--- src/rtl/nand_target_responder.sv ---
`timescale 1ns/1ps
`default_nettype none
// ============================================================================
// Module   : nand_target_responder
// Brief    : Device end of a NAND pin interface. Oversamples the NAND strobes
//            on HCLK, decodes command/address/data latch cycles and serves
//            read, program, status, ID and reset from an external page buffer
//            and an external array-operation handshake.
// Options  : define NAND_TGT_FAULT_INJ_EN to XOR page read data with fault_xor
// Revision : 1.0 - initial release
// ============================================================================
module nand_target_responder #(
  parameter int          PAGE_BYTES = 2112,
  parameter int          BUSY_EXTRA = 8,
  parameter int          RST_BUSY   = 16,
  parameter logic [31:0] ID_WORD    = 32'hC2F1801D
) (
  input  logic        HCLK,
  input  logic        HRESET,
  input  logic        CE_n,
  input  logic        CLE,
  input  logic        ALE,
  input  logic        WE_n,
  input  logic        RE_n,
  input  logic [7:0]  dio_in,
  output logic [7:0]  dio_out,
  output logic        dio_oe,
  output logic        R_nB,
  output logic [11:0] buf_addr,
  output logic [7:0]  buf_wdata,
  output logic        buf_we,
  input  logic [7:0]  buf_rdata,
  output logic [15:0] arr_row,
  output logic        arr_load,
  output logic        arr_prog,
  input  logic        arr_done,
  input  logic        arr_fail,
  input  logic [7:0]  fault_xor
);

  localparam logic [11:0] COL_LAST = 12'(PAGE_BYTES - 1);
  localparam int          CNT_W    = $clog2(BUSY_EXTRA + RST_BUSY + 1);
  // Pin vector order {CE_n, CLE, ALE, WE_n, RE_n}; idle = deselected, strobes high
  localparam logic [4:0]  PIN_IDLE = 5'b10011;

  localparam logic [7:0] CMD_READ     = 8'h00;
  localparam logic [7:0] CMD_READ_CFM = 8'h30;
  localparam logic [7:0] CMD_PROG     = 8'h80;
  localparam logic [7:0] CMD_PROG_CFM = 8'h10;
  localparam logic [7:0] CMD_STATUS   = 8'h70;
  localparam logic [7:0] CMD_ID       = 8'h90;
  localparam logic [7:0] CMD_RESET    = 8'hFF;

  typedef enum logic [2:0] {
    S_IDLE, S_ADDR, S_DIN, S_WAIT_CFM, S_BUSY, S_DOUT, S_STATUS, S_ID
  } state_t;
  typedef enum logic [1:0] {K_READ, K_PROG, K_ID} kind_t;    // command that opened ADDR
  typedef enum logic [1:0] {OP_LOAD, OP_PROG, OP_RST} op_t;  // what the busy period is for

  logic [4:0] sync1_q, sync2_q;
  logic [1:0] strb_prev_q;                       // {WE_n, RE_n} one cycle behind sync2
  logic       ce_n_s, cle_s, ale_s, we_rise, re_fall, re_rise;

  state_t       state_q, state_d, prev_q, prev_d, eff, done_tgt;
  kind_t        kind_q, kind_d;
  op_t          op_q, op_d;
  logic [1:0]   addr_cnt_q, addr_cnt_d, id_idx_q, id_idx_d;
  logic [11:0]  col_q, col_d, col_next, col_cand;
  logic [15:0]  row_q, row_d;
  logic         fail_q, fail_d, busy_q, busy_d, cnt_run_q, cnt_run_d, done_now;
  logic [CNT_W-1:0] cnt_q, cnt_d;
  logic         rnb_q, rnb_d, dio_oe_q, dio_oe_d, buf_we_q, buf_we_d;
  logic         arr_load_q, arr_load_d, arr_prog_q, arr_prog_d;
  logic [7:0]   dio_out_q, dio_out_d, buf_wdata_q, buf_wdata_d;
  logic [11:0]  buf_addr_q, buf_addr_d;
  logic [7:0]   rd_byte, status_byte, id_byte;

  assign ce_n_s  = sync2_q[4];
  assign cle_s   = sync2_q[3];
  assign ale_s   = sync2_q[2];
  assign we_rise =  sync2_q[1] & ~strb_prev_q[1];
  assign re_fall = ~sync2_q[0] &  strb_prev_q[0];
  assign re_rise =  sync2_q[0] & ~strb_prev_q[0];

  assign col_next    = (col_q == COL_LAST) ? 12'd0 : col_q + 12'd1;
  assign col_cand    = {dio_in[3:0], col_q[7:0]};
  assign status_byte = {1'b1, rnb_q, rnb_q, 4'b0000, fail_q};
  assign id_byte     = ID_WORD[{~id_idx_q, 3'b000} +: 8];

`ifdef NAND_TGT_FAULT_INJ_EN
  assign rd_byte = buf_rdata ^ fault_xor;
`else
  logic unused_fault_xor;
  assign unused_fault_xor = ^fault_xor;
  assign rd_byte = buf_rdata;
`endif

  // Two-flop synchronizers plus one extra stage on the strobes for edge detection
  always_ff @(posedge HCLK) begin
    if (HRESET) begin
      sync1_q     <= PIN_IDLE;
      sync2_q     <= PIN_IDLE;
      strb_prev_q <= 2'b11;
    end else begin
      sync1_q     <= {CE_n, CLE, ALE, WE_n, RE_n};
      sync2_q     <= sync1_q;
      strb_prev_q <= sync2_q[1:0];
    end
  end

  // Next-state: busy engine first, then CE_n deselect, then latch and read strobes
  always_comb begin
    state_d = state_q;   prev_d = prev_q;     kind_d = kind_q;     op_d = op_q;
    addr_cnt_d = addr_cnt_q; id_idx_d = id_idx_q; col_d = col_q;   row_d = row_q;
    fail_d = fail_q;     busy_d = busy_q;     cnt_run_d = cnt_run_q; cnt_d = cnt_q;
    dio_oe_d = dio_oe_q; buf_we_d = 1'b0;     buf_wdata_d = buf_wdata_q;
    buf_addr_d = col_q;  arr_load_d = 1'b0;   arr_prog_d = 1'b0;
    done_tgt = (op_q == OP_LOAD) ? S_DOUT : S_IDLE;
    done_now = busy_q & cnt_run_q & (cnt_q == '0);

    if (busy_q) begin
      if (done_now) begin
        busy_d = 1'b0;
        cnt_run_d = 1'b0;
        if (state_q == S_BUSY)        state_d = done_tgt;
        else if (state_q == S_STATUS) prev_d  = done_tgt;
      end else if (cnt_run_q) begin
        cnt_d = cnt_q - CNT_W'(1);
      end else if (arr_done) begin
        fail_d    = arr_fail;
        cnt_run_d = 1'b1;
        cnt_d     = CNT_W'(BUSY_EXTRA - 1);
      end
    end

    // A status read resumes whatever state it interrupted
    eff = (state_d == S_STATUS) ? prev_d : state_d;

    if (ce_n_s) begin
      dio_oe_d = 1'b0;
      if (state_d == S_STATUS)    state_d = (prev_d == S_BUSY) ? S_BUSY : S_IDLE;
      else if (state_d != S_BUSY) state_d = S_IDLE;
    end else begin
      if (we_rise && cle_s && !ale_s) begin
        if (dio_in == CMD_RESET) begin
          state_d = S_BUSY;  busy_d = 1'b1;  cnt_run_d = 1'b1;
          cnt_d = CNT_W'(RST_BUSY);  op_d = OP_RST;  dio_oe_d = 1'b0;
        end else if (dio_in == CMD_STATUS) begin
          if (state_d != S_STATUS) prev_d = state_d;
          state_d = S_STATUS;
        end else if (eff == S_BUSY) begin
          state_d = S_BUSY;
        end else if (eff == S_WAIT_CFM) begin
          state_d = S_IDLE;
          if (dio_in == CMD_READ_CFM) begin
            arr_load_d = 1'b1;  busy_d = 1'b1;  cnt_run_d = 1'b0;
            op_d = OP_LOAD;     state_d = S_BUSY;
          end
        end else if (eff == S_DIN) begin
          state_d = S_IDLE;
          if (dio_in == CMD_PROG_CFM) begin
            arr_prog_d = 1'b1;  busy_d = 1'b1;  cnt_run_d = 1'b0;
            op_d = OP_PROG;     state_d = S_BUSY;
          end
        end else begin
          addr_cnt_d = 2'd0;
          state_d    = S_ADDR;
          case (dio_in)
            CMD_READ: kind_d = K_READ;
            CMD_PROG: begin kind_d = K_PROG; fail_d = 1'b0; end
            CMD_ID:   kind_d = K_ID;
            default:  state_d = S_IDLE;
          endcase
        end
      end else if (we_rise && ale_s && !cle_s && state_d == S_ADDR) begin
        addr_cnt_d = addr_cnt_q + 2'd1;
        if (kind_q == K_ID) begin
          id_idx_d = 2'd0;
          state_d  = (dio_in == 8'h00) ? S_ID : S_IDLE;
        end else begin
          case (addr_cnt_q)
            2'd0:    col_d = {col_q[11:8], dio_in};
            2'd1:    col_d = (col_cand > COL_LAST) ? 12'd0 : col_cand;
            2'd2:    row_d = {row_q[15:8], dio_in};
            default: begin
              row_d   = {dio_in, row_q[7:0]};
              state_d = (kind_q == K_PROG) ? S_DIN : S_WAIT_CFM;
            end
          endcase
        end
      end else if (we_rise && !ale_s && !cle_s && state_d == S_DIN) begin
        buf_we_d    = 1'b1;
        buf_wdata_d = dio_in;
        col_d       = col_next;
      end

      if (re_fall && (state_d == S_DOUT || state_d == S_STATUS || state_d == S_ID))
        dio_oe_d = 1'b1;
      if (re_rise) begin
        dio_oe_d = 1'b0;
        if (state_d == S_DOUT)    col_d    = col_next;
        else if (state_d == S_ID) id_idx_d = id_idx_q + 2'd1;
      end
    end

    // R_nB drops the cycle after the busy period starts and rises as it ends
    rnb_d = ~(busy_q & busy_d);

    dio_out_d = dio_out_q;
    case (state_q)
      S_DOUT:   dio_out_d = rd_byte;
      S_STATUS: dio_out_d = status_byte;
      S_ID:     dio_out_d = id_byte;
      default:  dio_out_d = dio_out_q;
    endcase
  end

  // Control and datapath registers
  always_ff @(posedge HCLK) begin
    if (HRESET) begin
      state_q <= S_IDLE;  prev_q <= S_IDLE;  kind_q <= K_READ;  op_q <= OP_LOAD;
      addr_cnt_q <= 2'd0; id_idx_q <= 2'd0;  col_q <= 12'd0;    row_q <= 16'd0;
      fail_q <= 1'b0;     busy_q <= 1'b0;    cnt_run_q <= 1'b0; cnt_q <= '0;
      rnb_q <= 1'b1;      dio_oe_q <= 1'b0;  dio_out_q <= 8'h00;
      buf_we_q <= 1'b0;   buf_wdata_q <= 8'h00; buf_addr_q <= 12'd0;
      arr_load_q <= 1'b0; arr_prog_q <= 1'b0;
    end else begin
      state_q <= state_d;  prev_q <= prev_d;  kind_q <= kind_d;  op_q <= op_d;
      addr_cnt_q <= addr_cnt_d; id_idx_q <= id_idx_d; col_q <= col_d; row_q <= row_d;
      fail_q <= fail_d;    busy_q <= busy_d;  cnt_run_q <= cnt_run_d; cnt_q <= cnt_d;
      rnb_q <= rnb_d;      dio_oe_q <= dio_oe_d; dio_out_q <= dio_out_d;
      buf_we_q <= buf_we_d; buf_wdata_q <= buf_wdata_d; buf_addr_q <= buf_addr_d;
      arr_load_q <= arr_load_d; arr_prog_q <= arr_prog_d;
    end
  end

  assign dio_out   = dio_out_q;
  assign dio_oe    = dio_oe_q;
  assign R_nB      = rnb_q;
  assign buf_addr  = buf_addr_q;
  assign buf_wdata = buf_wdata_q;
  assign buf_we    = buf_we_q;
  assign arr_row   = row_q;
  assign arr_load  = arr_load_q;
  assign arr_prog  = arr_prog_q;

endmodule
`default_nettype wire

--- config.mk ---
export PLATFORM = sky130hd
export DESIGN_NAME = nand_target_responder
export DESIGN_NICKNAME = d
export VERILOG_FILES = /design/src/rtl/nand_target_responder.sv
export SDC_FILE = /design/constraint.sdc
export NUM_CORES = 1
export LEC_CHECK = 0
export ABC_AREA = 1
export CORE_MARGIN = 2
export CORE_UTILIZATION = 25
export DETAILED_ROUTE_END_ITERATION = 10
export PLACE_DENSITY = 0.47
export SLEW_MARGIN = 30
export SYNTH_ARGS = -nofsm -noshare
export SYNTH_HDL_FRONTEND = slang
export SYNTH_SLANG_ARGS = --single-unit
--- constraint.sdc ---
create_clock -name HCLK -period 4.1 [get_ports HCLK]
set_input_delay 0.82 -clock HCLK [delete_from_list [all_inputs] [get_ports HCLK]]
set_output_delay 0.82 -clock HCLK [all_outputs]
set_load 0.01 [all_outputs]
==> results of run 1 <==
stage by stage:
step	hold WS (ns)	instance area (um^2)	setup WS, ns	util	std cells
floorplan	0.3883	4905	1.665	-	698
global placement	0.3912	5939	0.5933	0.3072	1024
detailed placement	0.3948	5942	0.5968	0.3073	1024
CTS	0.4058	6247	0.9724	0.3231	1040
global route	0.4209	6247	0.6661	0.3231	1040
finish	0.4011	6247	0.9289	0.3231	1040
worst paths after layout:
path,startpoint,endpoint,slack [ns],cells past startpoint
max reg2reg,cnt_q[0],buf_addr_d[4],1.37,18
min reg2reg,sync1_q[3],sync2_q[3],0.40,2
min,sync1_q[3],sync2_q[3],0.40,2
max,dio_in[2],buf_addr_d[4],0.93,14
tightest hold or removal path: cells and delay by family, from the launching register on:
kind,cells,cell delay (ns)
flops,1,0.30
simple gates,1,0.03
buf+inv,1,0.04
cell usage in the layout, fill, tap and decap left out, types with 3 or more instances in the layout:
| cell | count |
|---|---|
| a31oi_1 | 5 |
| nand2_1 | 126 |
| inv_2 | 18 |
| nand2_2 | 10 |
| o21ai_0 | 50 |
| buf_4 | 11 |
| nand4_1 | 25 |
| nor3_1 | 8 |
| ha_1 | 12 |
| inv_1 | 68 |
| nand3b_1 | 3 |
| o22ai_1 | 6 |
| clkbuf_16 | 9 |
| a32oi_1 | 4 |
| clkdlybuf4s50_1 | 73 |
| o211ai_1 | 6 |
| o21ai_1 | 10 |
| nand3_1 | 52 |
| nor4_1 | 4 |
| or2_2 | 7 |
| dfxtp_1 | 95 |
| a21oi_1 | 63 |
| nor2_2 | 5 |
| nor2_1 | 72 |
report_power, final:
group	leakage, nW	internal, mW	switching (mW)
Combinational	1.52	0.0397	0.0606
Clock	0.148	0.481	0.401
Sequential	0.768	0.928	0.00296
final cells by class:
cell class	count	area [um^2]	area share
clock buffer	9	225.2	0.03605
clock inverter	7	80.08	0.01282
inverter	87	326.6	0.05227
multi-input combinational	493	2569	0.4112
sequential	95	1902	0.3044
tap	265	331.6	0.05307
timing repair buffer	84	813.3	0.1302
cells by family (layout without fill, tap and decap cells):
family                     Yosys count  count (layout)  synth area share
and+or+nand+nor                    322             322            0.3089
AOI/OAI and AO/OA                  156             156            0.1783
buffers and inverters              110             187           0.08903
DFF                                 95              95            0.3878
adders and majority gates           12              12           0.03061
xor gates and xnor gates             3               3          0.005358
flip-flops by register name (all words and copies together), names as in the netlist, 2 cells and up:
name	count
addr_cnt_q	2
arr_row	16
buf_addr	12
buf_addr_d	12
buf_wdata	8
cnt_q	5
dio_out	8
id_idx_q	2
kind_q	2
op_q	2
prev_q	3
state_q	3
strb_prev_q	2
sync1_q	5
sync2_q	5
routing by layer:
metal | wire length, um | global-route usage | part of all wire | up-vias
li1 | - | - | - | 2483
met1 | 7506 | 0.2076 | 0.49 | 2222
met2 | 6811 | 0.2378 | 0.45 | 132
met3 | 769 | 0.02881 | 0.050 | 14
met4 | 172 | 0.04180 | 0.011 | 0
met5 | 0 | 0 | 0 | -
==> results.md, run 1 <==
- Die X: 144.1 um
- Final worst-path cycle share: 0.7734
- Final Max Slew Viols: 0
- Final setup vio count: 0
- Post-synth ARST share: 0
- Hold buffer count at cts: 0
- Most frequent CP cell: nand2_1
- H-Tree Depth: 3
- Post-synth top area share: 0.3878
- Fill count: 2,112
- Initial antenna violation count: 0
- Syn Nets: 743
- DIE HEIGHT: 144.1 um
- Largest net degree at the start of global routing: 30
- CTS tree: built
- Initial DRC count: 319
- MaxCap Viol Count: 0
- Area grow syn2layout: 27.37%
- Clock-pin slew on the worst setup and hold paths: 0.07 ns
- FMAX: 315.3 MHz
- Clock Tree Buf Depth: 2
- Post-synth EDFFs: 0
- HP Class: reg2reg
- Cell Pwr Density: 306.1 mW/mm^2
- CP max-delay cell: clkdlybuf4s50_1
- Synth area leader: dfxtp_1
- Vias in the first global route: 4,539
- Cells along the critical path: clkdlybuf4s50_1 -> inv_1 -> nand3_1 -> inv_2 -> nand4_1 -> o21ai_1 -> inv_1 -> o21ai_0 -> nand2_1 -> nand2_2 -> nand3_4 -> nand2_1 -> nand2_1 -> o21ai_1
- Dpl hpwl: 11,080 um
- Post-synth top cells: nand2_1, dfxtp_1, nor2_1
- Postcts setup bufs: 0
- Seq/Total Area, Yosys: 0.3878
- GR Util All Layers: 0.1499
- Yosys warning count: 0
- Unique cell type count in the Yosys netlist: 47
- Final nets: 815
- RePlAce Congestion: 0.8087
- Synthesized instance count: 698
- CP Class: in2reg
- DRC: 0
- RSZ-0062 raised after global routing: no
- Crit path largest cell delay: 0.60 ns
- Wire per inst: 14.67 um
- Top-count cell post-synth: nand2_1
- Run status: complete, no violations
- Die Footprint: 0.02075 mm^2
- Number of antenna diodes: 0
- Buf/Inv on CP: 4
- Maximum VDD drop: 198.7 uV
- Gr ovfl total: 0
- Top FF cell, synth: dfxtp_1
- Vias per std cell: 4.664
- Synth Area per Inst: 7.027 um^2
- Crit-path max FO: 16
- Synth top area cells: dfxtp_1, nand2_1, a21oi_1
- Clk_skew: 0.01167 ns
- # rows: 51
- Clock Sink Count: 95
- Routed WL: 15,260 um
- Starting density of the core: 0.2537
- Leak: 2.431 nW
- Mapped Area: 0.004905 mm^2
- Worst setup SP type: input pin
- Root Driver: clkbuf_16
- Final Hold Fails: 0
- Seq cells post-synth: 95
- Total Power: 1.913 mW
- Final worst path period need: 3.171 ns
- Actual slew at the worst max-slew pin: 0.7515 ns
- Share of layout cells above drive strength 1: 0.1032
- First-pass GRT wire length: 24,150 um
- Setup tns final: 0 ns
- Core box area: 0.01933 mm^2
- Detail Route Antenna Nets: 0
- CTS Buf Count: 9
- Worst Path Required: 4.39 ns
- Clk Latency, worst-skew pair: 0.36 ns
- Rel. slew slack: 0.4984
- Setup crit end kind: register
- 1st-pass router iterations: 5
- CP top delay family: simple AND/OR/NAND/NOR gates
- Critical Path AT: 3.46 ns
- CTS resizes: 0
- # IOs: 82
- Vias: 4,851
- IO buf count: 73
No activity file was read; power rests on OpenSTA's default activity.
==> run 2: changes to the inputs <==
clock period = 3.1 ns   (was 4.1 ns; I/O delays follow)
==> results.md, run 2 (synthesis gave the netlist of run 1 again) <==
- Area grow syn2layout: 31.81%
- Clock-pin slew on the worst setup and hold paths: 0.06 ns
- Final worst slack: 0.4780 ns
- Setup tns final: 0 ns
- Leak: 2.575 nW
- Final Max Slew Viols: 0
- IO buf count: 73
- Clock Tree Buf Depth: 2
- Dpl hpwl: 11,270 um
- Starting density of the core: 0.2537
- RSZ-0062 raised after global routing: no
- Worst setup SP type: input pin
- Crit-path max FO: 6
- Most common cell after layout, fill and taps aside: nand2_1
- Clk_skew: 0.008329 ns
- Maximum VDD drop: 225.2 uV
- CTS resizes: 0
- # rows: 51
- Detail Route Antenna Nets: 0
- Initial antenna violation count: 0
- Final worst-path cycle share: 0.8458
- Postcts setup bufs: 0
- Final Hold Fails: 0
- Final setup vio count: 0
- Final worst path period need: 2.622 ns
- Vias in the first global route: 4,580
- CTS Buf Count: 9
- Share of layout cells above drive strength 1: 0.1309
- Run status: complete, no violations
- HP Class: reg2reg
- DRT met1 WL: 7626 um
- Clock Sink Count: 95
- Routed wl met2: 6483 um
- Most frequent cells in the layout: nand2_1, dfxtp_1, nor2_1, clkdlybuf4s50_1, inv_1
- Routed length on met3: 746 um
- Hold buffer count at cts: 0
- GR Util All Layers: 0.1484
- Die X: 144.1 um
- RePlAce Congestion: 0.8160
- Gr ovfl total: 0
- First-pass GRT wire length: 24,150 um
- H-Tree Depth: 3
- Core box area: 0.01933 mm^2
- Top routing layer in use: met4
- Actual slew at the worst max-slew pin: 0.5665 ns
- FMAX: 381.4 MHz
- Root Driver: clkbuf_16
- Wire per inst: 14.11 um
- DRC: 0
- Worst Path Required: 3.34 ns
- Initial DRC count: 367
- Cell Pwr Density: 390.8 mW/mm^2
- Pre-CTS WS: 0.1522 ns
- Critical Path AT: 2.86 ns
- Max reg flops: 16
- Die Footprint: 0.02075 mm^2
- Vias per std cell: 4.608
- # IOs: 82
- MaxCap Viol Count: 0
- Final nets: 842
- Clk Latency, worst-skew pair: 0.35 ns
- Largest net degree at the start of global routing: 28
- Routed WL: 15,050 um
- DIE HEIGHT: 144.1 um
- CTS tree: built
- Vias: 4,917
- Setup crit end kind: register
- Number of antenna diodes: 0
- CP Class: in2reg
- 1st-pass router iterations: 5
- Rel. slew slack: 0.6209
- Total Power: 2.526 mW
## run 2: cell count changes in the layout (fill, tap and decap cells not counted), sizes merged
cell,change
clkbuf,+4
clkinvlp,-1
buf,+27
inv,-2
clkinv,-1
## run 2: final timing paths
check	slack, ns	cells after the start	start	to
setup / recovery	0.48	14	dio_in[3]	buf_addr_d[11]
hold / removal	0.40	2	sync1_q[2]	sync2_q[2]
setup reg to reg	0.59	18	cnt_q[0]	buf_addr_d[11]
hold reg to reg	0.40	2	sync1_q[2]	sync2_q[2]
## run 2: power by group
group,total (mW),switching (mW),internal [mW]
clock network,1.15,0.461,0.689
logic,0.142,0.0792,0.0632
registers,1.23,0.00605,1.23
## run 2: area by class of cell
class	instances	area [um^2]
Fill cell	2116	12870
Multi-Input combinational cell	493	2566
Sequential cell	95	1902
Timing Repair Buffer	111	1028
Tap cell	265	331.6
Inverter	87	326.6
Clock buffer	13	270.3
Clock inverter	3	40.04
## run 2: critical path: stages
cell and delay [ns]:
clkdlybuf4s50_1 0.55, inv_1 0.14, nand3_1 0.15, inv_2 0.12
nand4_1 0.12, o21ai_1 0.18, inv_1 0.05, o21ai_0 0.18
nand2_1 0.12, nand2_2 0.19, buf_4 0.19, nand4_1 0.09
nand3_1 0.11, nand2_1 0.05
## run 2: routing by layer
metal	track usage	up-vias
li1	-	2538
met1	0.2126	2240
met2	0.2258	124
met3	0.03046	15
met4	0.03973	0
met5	0	-
## run 2: through the flow
step | instance area [um^2] | hold WS, ns | cells | util
4_1_cts | 6465 | 0.4067 | 1067 | 0.3344
3_3_place_gp | 6155 | 0.3952 | 1051 | 0.3183
5_1_grt | 6465 | 0.4216 | 1067 | 0.3344
2_1_floorplan | 4905 | 0.3883 | 698 | -
6_report | 6465 | 0.4032 | 1067 | 0.3344
3_5_place_dp | 6155 | 0.3947 | 1051 | 0.3183
==> run 3: changes to the inputs <==
PLACE_DENSITY = 0.48   (was 0.47)
clock period = 2.2 ns   (was 3.1 ns; I/O delays follow)
==> results.md, run 3 (synthesis gave the netlist of run 1 again) <==
- Detail Route Antenna Nets: 0
- Area grow syn2layout: 48.32%
- Reg2Reg Setup Slack: -0.09 ns
- Gr ovfl total: 0
- GR Util All Layers: 0.1535
- Final Hold Fails: 0
- Most frequent cells in the layout: nand2_1, dfxtp_1, buf_4
- CP max-delay cell: dfxtp_2
- First-pass GRT wire length: 24,870 um
- Clk_skew: 0.01392 ns
- Final worst slack: -0.09493 ns
- H-Tree Depth: 3
- Setup crit end kind: register
- MaxCap Viol Count: 0
- Rel. slew slack: 0.6490
- Clock Tree Buf Depth: 2
- Dpl hpwl: 11,590 um
- Cells along the critical path: inv_2 -> ha_4 -> inv_2 -> nor2_4 -> nand2_2 -> nor2_4 -> buf_6 -> a21oi_4 -> nand2_4 -> nor2_2 -> nand2_2 -> nand2_4 -> nor2_4 -> nor2_8 -> buf_6 -> nand3_4 -> nand2_2 -> nand3_1 -> nand2_1
- Crit path largest cell delay: 0.33 ns
- CTS Buf Count: 9
- Finished Cell Area: 0.007274 mm^2
- Die X: 144.1 um
- Largest net degree at the start of global routing: 33
- Critical Path Source: cnt_q[0]
- Clk Latency, worst-skew pair: 0.35 ns
- Maximum VDD drop: 347.6 uV
- R2r endpoint: buf_addr_d[2]
- Actual slew at the worst max-slew pin: 0.5246 ns
- DRC: 0
- IO buf count: 73
- Wire per inst: 14.32 um
- Final setup vio count: 16
- Run status: finished with violations
- Vias per std cell: 4.591
- Share of layout cells above drive strength 1: 0.2375
- Cell Pwr Density: 528.0 mW/mm^2
- Final core occ: 0.3762
- Final Max Slew Viols: 0
- Root Driver: clkbuf_16
- Core box area: 0.01933 mm^2
- Die Footprint: 0.02075 mm^2
- Number of antenna diodes: 0
- RePlAce Congestion: 0.8524
- Hold endpoint: sync2_q[2]
- Initial antenna violation count: 0
- # rows: 51
- Routed WL: 16,090 um
- Violations in the final reports: negative setup slack
- Clock-pin slew on the worst setup and hold paths: 0.07 ns
- Pre-CTS WS: -0.4104 ns
- Vias: 5,160
- Vias in the first global route: 4,708
- Setup tns final: -0.8623 ns
- Buf/Inv on CP: 4
- CTS tree: built
- Reg2reg path depth: 19
- Final worst path period need: 2.295 ns
- Crit-path max FO: 6
- Critical Path AT: 2.59 ns
- Hold depth: 2
- RSZ-0062 raised after global routing: yes
- Leak: 2.931 nW
- Max reg flops: 16
- Reg2reg start: cnt_q[0]
- Final nets: 899
- Worst setup SP type: register
- HP Class: reg2reg
- Initial DRC count: 337
- Area after DPL: 0.006492 mm^2
- FMAX: 435.7 MHz
- CP Class: reg2reg
- # IOs: 82
- DIE HEIGHT: 144.1 um
- Starting density of the core: 0.2537
- Total Power: 3.841 mW
- Final worst-path cycle share: 1.043
- Clock Sink Count: 95
- Worst Path Required: 2.49 ns
- Fill count: 2,051
- CP top delay family: simple AND/OR/NAND/NOR gates
- 1st-pass router iterations: 5
- Hold path startpoint: sync1_q[2]
- Most common cell after layout, fill and taps aside: nand2_1
-- run 3: changes by cell type in the layout (fill, tap and decap cells not counted), moves of 4 or more --
cell,change
inv_2,+4
inv_1,-4
nand3_2,+7
buf_4,+43
nor2_4,+5
nand3_1,-10
nand2_2,+7
dfxtp_2,+4
buf_12,+4
nand2_1,-11
dfxtp_1,-4
nor2_1,-8
nand3_4,+4
buf_6,+8
-- run 3: through the flow --
stage / hold slack [ns] / std cells
4_1_cts: 0.4046 / 1117
2_1_floorplan: 0.3883 / 698
6_report: 0.4017 / 1124
3_5_place_dp: 0.3947 / 1091
3_3_place_gp: 0.3919 / 1091
5_1_grt: 0.4160 / 1124
-- run 3: worst reg2reg max path, delay by kind of cell, from the launching register on --
family / cells / cell delay (ns)
simple gates: 13 / 1.17
buf+inv: 4 / 0.38
flops: 1 / 0.33
compound gates: 1 / 0.19
fa+ha+maj: 1 / 0.15
-- run 3: final cells by class --
| class | count | area, um^2 | share of cell area |
|---|---|---|---|
| Timing Repair Buffer | 167 | 1546 | 0.2126 |
| Inverter | 87 | 326.6 | 0.04489 |
| Sequential cell | 95 | 1907 | 0.2621 |
| Clock inverter | 6 | 115.1 | 0.01582 |
| Multi-Input combinational cell | 494 | 2809 | 0.3861 |
| Tap cell | 265 | 331.6 | 0.04558 |
| Clock buffer | 10 | 239.0 | 0.03285 |
-- run 3: worst max-delay path by stage --
stage,endpoint,slack (ns),cells after the start
global placement,buf_addr_d[4],-0.37,13
global route,buf_addr_d[4],-0.23,19
floorplan,buf_addr_d[5],0.05,20
finish,buf_addr_d[2],-0.09,19
detailed placement,buf_addr_d[4],-0.41,13
CTS,buf_addr_d[3],-0.02,18
-- run 3: report_power, final --
| part | total (mW) | switching (mW) | internal [mW] |
|---|---|---|---|
| Sequential | 1.74 | 0.00815 | 1.73 |
| Combinational | 0.238 | 0.126 | 0.113 |
| Clock | 1.87 | 0.717 | 1.15 |
| Total | 3.84 | 0.850 | 2.99 |
-- run 3: metal layers --
layer	global-route usage	wire (um)	part of all wire
met5	0	0	0
met2	0.2386	7116	0.44
met1	0.2167	8089	0.50
met4	0.05057	213	0.013
met3	0.02417	674	0.042
-- run 3: what timing repair did --
action / 4_1_cts / 5_1_grt
setup buffers: 9 / 8
cloned: 2 / 0
hold buffers: 0 / 0
pin swaps: 6 / 21
setup endpoints to repair: 22 / 32
gates resized for setup: 30 / 40
